**src/rtl/alu_seq_pkg.sv**
```systemverilog
// rtl/alu_seq_pkg.sv - shared types and constants for the ALU operand sequencer
//
// Contents:
//   state_t        entry-stage state (WAIT_A, WAIT_B, WAIT_OP, SHOW)
//   OP_*           OpCode encodings understood by the downstream ALU
//   FLAG_*         bit positions inside the {N,Z,C,V,P} flags word
//   state_onehot   maps a state to its one-hot LED pattern
package alu_seq_pkg;

  typedef enum logic [1:0] {
    WAIT_A  = 2'd0,
    WAIT_B  = 2'd1,
    WAIT_OP = 2'd2,
    SHOW    = 2'd3
  } state_t;

  localparam logic [1:0] OP_SUB = 2'b00;
  localparam logic [1:0] OP_ADD = 2'b01;
  localparam logic [1:0] OP_OR  = 2'b10;
  localparam logic [1:0] OP_AND = 2'b11;

  localparam int FLAG_N = 4;
  localparam int FLAG_Z = 3;
  localparam int FLAG_C = 2;
  localparam int FLAG_V = 1;
  localparam int FLAG_P = 0;

  // Encoding order of state_t matches LED order, so the one-hot is a shift.
  function automatic logic [3:0] state_onehot(input state_t s);
    return 4'b0001 << s;
  endfunction

endpackage

```
**src/rtl/btn_edge_sync.sv**
```systemverilog
// rtl/btn_edge_sync.sv - button synchronizer with single-cycle rising-edge pulse
//
// Ports:
//   clk        system clock
//   reset      asynchronous, active-high reset
//   btn_in     debounced button level, asynchronous to clk
//   pulse_out  one-cycle pulse per press, SYNC_STAGES cycles after btn_in rises
module btn_edge_sync #(
  parameter int SYNC_STAGES = 2
) (
  input  logic clk,
  input  logic reset,
  input  logic btn_in,
  output logic pulse_out
);

  logic [SYNC_STAGES-1:0] sync_q;
  logic                   prev_q;

  always_ff @(posedge clk or posedge reset) begin
    if (reset) begin
      sync_q <= '0;
      prev_q <= 1'b0;
    end else begin
      sync_q <= {sync_q[SYNC_STAGES-2:0], btn_in};
      prev_q <= sync_q[SYNC_STAGES-1];
    end
  end

  // High only on the first synchronized cycle of a press; holding gives nothing more.
  assign pulse_out = sync_q[SYNC_STAGES-1] & ~prev_q;

endmodule

```
**src/rtl/alu_operand_sequencer.sv**
```systemverilog
// rtl/alu_operand_sequencer.sv - operand/opcode entry sequencer feeding the 4-op ALU
//
// Ports:
//   clk, reset          system clock, asynchronous active-high reset
//   data_in             switch bus: operand value, or OpCode in bits [1:0]
//   enter_btn/undo_btn  debounced button levels, asynchronous to clk
//   alu_result/flags    combinational result and {N,Z,C,V,P} from the ALU
//   op_a/op_b/opcode    registered ALU inputs
//   result_q/flags_q    captured ALU outputs, result_valid while they match op_a/op_b/opcode
//   disp_value          data_in while entering, result_q in SHOW
//   stage_leds          one-hot state: bit0=WAIT_A .. bit3=SHOW
module alu_operand_sequencer #(
  parameter int M           = 8,
  parameter int SYNC_STAGES = 2
) (
  input  logic         clk,
  input  logic         reset,
  input  logic [M-1:0] data_in,
  input  logic         enter_btn,
  input  logic         undo_btn,
  input  logic [M-1:0] alu_result,
  input  logic [4:0]   alu_flags,
  output logic [M-1:0] op_a,
  output logic [M-1:0] op_b,
  output logic [1:0]   opcode,
  output logic [M-1:0] result_q,
  output logic [4:0]   flags_q,
  output logic         result_valid,
  output logic [M-1:0] disp_value,
  output logic [3:0]   stage_leds
);

  import alu_seq_pkg::*;

  logic enter_pulse;
  logic undo_pulse;
  logic enter_ev;
  logic undo_ev;

  state_t       state_q;
  logic [M-1:0] op_a_q;
  logic [M-1:0] op_b_q;
  logic [1:0]   opcode_q;
  logic [M-1:0] res_q;
  logic [4:0]   flg_q;
  logic         valid_q;

  btn_edge_sync #(.SYNC_STAGES(SYNC_STAGES)) u_enter_sync (
    .clk       (clk),
    .reset     (reset),
    .btn_in    (enter_btn),
    .pulse_out (enter_pulse)
  );

  btn_edge_sync #(.SYNC_STAGES(SYNC_STAGES)) u_undo_sync (
    .clk       (clk),
    .reset     (reset),
    .btn_in    (undo_btn),
    .pulse_out (undo_pulse)
  );

  // Both buttons in the same cycle is ambiguous, so neither is acted on.
  assign enter_ev = enter_pulse & ~undo_pulse;
  assign undo_ev  = undo_pulse  & ~enter_pulse;

  always_ff @(posedge clk or posedge reset) begin
    if (reset) begin
      state_q  <= WAIT_A;
      op_a_q   <= '0;
      op_b_q   <= '0;
      opcode_q <= OP_SUB;
      res_q    <= '0;
      flg_q    <= '0;
      valid_q  <= 1'b0;
    end else begin
      case (state_q)
        WAIT_A: begin
          if (enter_ev) begin
            op_a_q  <= data_in;
            state_q <= WAIT_B;
          end
        end
        WAIT_B: begin
          if (enter_ev) begin
            op_b_q  <= data_in;
            state_q <= WAIT_OP;
          end else if (undo_ev) begin
            state_q <= WAIT_A;
          end
        end
        WAIT_OP: begin
          if (enter_ev) begin
            opcode_q <= data_in[1:0];
            state_q  <= SHOW;
          end else if (undo_ev) begin
            state_q <= WAIT_B;
          end
        end
        SHOW: begin
          // valid_q is still low on the first SHOW edge: the ALU has had a full
          // cycle on the new operands, so sample once and then hold.
          if (!valid_q) begin
            res_q <= alu_result;
            flg_q <= alu_flags;
          end
          if (enter_ev) begin
            state_q <= WAIT_A;
            valid_q <= 1'b0;
          end else if (undo_ev) begin
            state_q <= WAIT_OP;
            valid_q <= 1'b0;
          end else begin
            valid_q <= 1'b1;
          end
        end
      endcase
    end
  end

  assign op_a         = op_a_q;
  assign op_b         = op_b_q;
  assign opcode       = opcode_q;
  assign result_q     = res_q;
  assign flags_q      = flg_q;
  assign result_valid = valid_q;
  assign disp_value   = (state_q == SHOW) ? res_q : data_in;
  assign stage_leds   = state_onehot(state_q);

endmodule

```
**config.mk**
```make
export PLATFORM = sky130hd
export DESIGN_NAME = alu_operand_sequencer
export DESIGN_NICKNAME = d
export VERILOG_FILES = /design/src/rtl/alu_seq_pkg.sv /design/src/rtl/btn_edge_sync.sv /design/src/rtl/alu_operand_sequencer.sv
export SDC_FILE = /design/constraint.sdc
export NUM_CORES = 1
export LEC_CHECK = 0
export BUFFER_PORTS_ARGS = -buffer_cell sky130_fd_sc_hd__buf_2
export CAP_MARGIN = 20
export CORE_AREA = 2 2 81 90
export DETAILED_ROUTE_END_ITERATION = 10
export DIE_AREA = 0 0 83 92
export GPL_ROUTABILITY_DRIVEN = 0
export PLACE_DENSITY = 0.55
export SLEW_MARGIN = 0
export SYNTH_ARGS = -nofsm -noshare
export SYNTH_HDL_FRONTEND = slang
export SYNTH_SLANG_ARGS = --single-unit
```
**constraint.sdc**
```tcl
create_clock -name clk -period 1.5 [get_ports clk]
set_input_delay 0.3 -clock clk [delete_from_list [all_inputs] [get_ports clk]]
set_output_delay 0.3 -clock clk [all_outputs]
set_load 0.03 [all_outputs]
```
==> flow_summary.toml <==
[clock_tree]
numClockSinks = 40
cts_hold_buf = 0
htree_num_levels = 2
clock_latency_ns = 0.29
path_clk_slew_ns = 0.07
clock_path_buffers = 2
numCtsBuffers = 5
tritoncts = "yes"
cts-root-buf = "clkbuf_8"

[routing]
drtIter0Drc = 42
dr.pass1.iters = 4
ant_nets = 0
wirelength_mm = 4.11
vias = 1179
detail_route.wl_per_cell_um = 14.9
vias_per_cell = 4.27
drc = 0

[yosys]
synth_top_flop_cell = "dfrtp_1"
async_reset_ff_share_pct = 100
ys_ff_latch = 40
ys_warn_count = 0
synth_fp_nets = 131
yosysTopAreaCellShare_pct = 61.3
synth_seq_area_share_pct = 61.3
synthTopCellsByArea = "dfrtp_1 (61%), mux2_2 (28%), nand3b_1 (1.4%), nand2b_1 (1.1%), nor3b_4 (1.1%)"
syn-instance-count = 105
syn_area_per_cell_um2 = 15.6
synth_top_area_cell = "dfrtp_1"
synth_edf_count = 0
syn-cell-area_um2 = 1630
synth.distinct_cells = 19
yosys-top-cells-count = "dfrtp_1 (40), mux2_2 (40), inv_1 (3), nand2b_1 (3), nand3b_1 (3)"

[timing]
whs_ns = 0.0439
min_period_ns = 1.70
rsz0062_at_grt = "yes"
worst_clock_skew_ns = 0.00375
max_slew_margin_pct = 85.0
fin_ws_ns = -0.197
slew_violations = 0
period_share_pct = 113
fmax_mhz = 589
worst_pin_slew_ns = 0.225
hold_viol = 0
setup-violations-final = 13

[floorplanning]
start_util_pct = 23.9
fp.dieH_um = 92
dieArea_um2 = 7640
num_rows = 32
pin_count = 69
die-width_um = 83
design.core.area_um2 = 6850

[global_routing]
grt_pass1_vias = 1241
grt_remaining_overflow = 0
grt_pass1_wl_mm = 6.69
grt_util_all_layers_pct = 11.3
antenna_found_initial = 0
grt_max_degree = 41

[critical_path]
arrival_ns = 1.40
path_max_fanout = 4
slowest_stage = "dfrtp_2"
endpoint_kind = "primary output"
path_cells = "nand2_4, mux2_4, buf_6"
crit_family = "flip-flops"
critPathMaxStageDelay_ns = 0.48
start_kind = "flop"
crit_type = "reg -> out"
crit_buf_inv = 1
worstPathRequired_ns = 1.20

[pwr]
vdd_drop_max_v = 0.000917
leakage_nw = 1.21
powerDensity_nw_per_um2 = 2440

[cells_and_area]
diodes = 0
final_util_pct = 36.1
layout.nets = 216
fin_cells = 276
syn2layout_area_growth_pct = 51.1
drive_above_1_share_pct = 71.2

[outcome]
violations = "setup timing"
status = "finished, violations left"

[place]
portBuffers = 68
place_inst = 263
dp_hpwl_mm = 2.77

[min_path]
hp-class = "in -> async"

[run]
maxCapViolCount = 0
[worst paths after layout]
path,slack [ns],endpoint,from,cells after the start
max in group asynchronous,1.24,state_q[0],reset,3
min,0.04,opcode[0],reset,3
max reg2reg,0,op_a[2],state_q[1],4
max,-0.20,disp_value[1],state_q[0],3
min reg2reg,0.37,u_enter_sync.sync_q[1],u_enter_sync.sync_q[0],0
min in group clk,0.11,u_enter_sync.sync_q[0],enter_btn,1
[state kept, by name (all words and copies together), names as in the netlist]
register             flops
opcode                   2
u_enter_sync.prev_q      1
op_a                     8
result_valid             1
u_enter_sync.sync_q      2
state_q                  2
u_undo_sync.prev_q       1
op_b                     8
result_q                 8
flags_q                  5
u_undo_sync.sync_q       2
[through the flow]
stage | TNS [ns] | power [mW] | instance area [um2] | worst slack [ns]
final | -1.71 | 6.02 | 2470 | -0.197
after global routing | -2.50 | 6.35 | 2470 | -0.233
after CTS | -2.32 | 5.94 | 2390 | -0.195
after detailed placement | -0.176 | 4.77 | 2140 | -0.0329
after global placement | 0 | 4.75 | 2140 | 0.0217
after floorplan | -0.0367 | 3.88 | 1640 | -0.00458
[report_power, final]
group	total, mW	internal [mW]	switching (mW)
registers	1.90	1.56	0.340
clock network	0.749	0.375	0.373
logic	3.36	1.43	1.93
total	6.02	3.37	2.65
[cell usage in the layout, fill, tap and decap left out, types with 2 or more instances in the layout]
| master | count |
|---|---|
| buf_12 | 2 |
| buf_2 | 56 |
| buf_4 | 7 |
| buf_6 | 14 |
| clkbuf_1 | 2 |
| clkbuf_8 | 6 |
| dfrtp_1 | 38 |
| dfrtp_2 | 2 |
| inv_1 | 2 |
| mux2_2 | 25 |
| mux2_4 | 15 |
| nand2b_1 | 2 |
| nand3b_1 | 3 |
| nor2_1 | 2 |
[cell families after synthesis]
group | count (synthesis) | synth area share, %
compound gates | 1 | 0.383
fa+ha+maj | 1 | 0.766
buf+inv | 6 | 2.30
flops | 40 | 61.3
mux | 40 | 27.6
simple gates | 17 | 7.73
[cell type report]
| class | instances | area, um2 |
|---|---|---|
| clock buffer | 8 | 90.1 |
| multi-input combinational | 60 | 713 |
| inverter | 3 | 11.3 |
| tap | 85 | 106 |
| sequential | 40 | 1000 |
| timing repair buffer | 80 | 546 |
| fill | 669 | 4380 |
[repair_timing]
action                                  4_1_cts  5_1_grt
pin swaps                                     4        2
buffers inserted                              1        4
endpoints found under the setup margin       17       35
gates cloned                                  1        0
resized for setup                            41       15
[layer usage]
metal  GRT usage (%)  part of all wire, %
met1            14.5                   43
met2            17.7                   46
met3            5.40                  9.8
met4            2.05                 0.92
met5               0                    0
[worst min-delay path: cells and delay by family]
kind                   cells  cell delay, ns
buffers and inverters      3            0.41
Note: power is estimated with default switching activity, not from simulation.
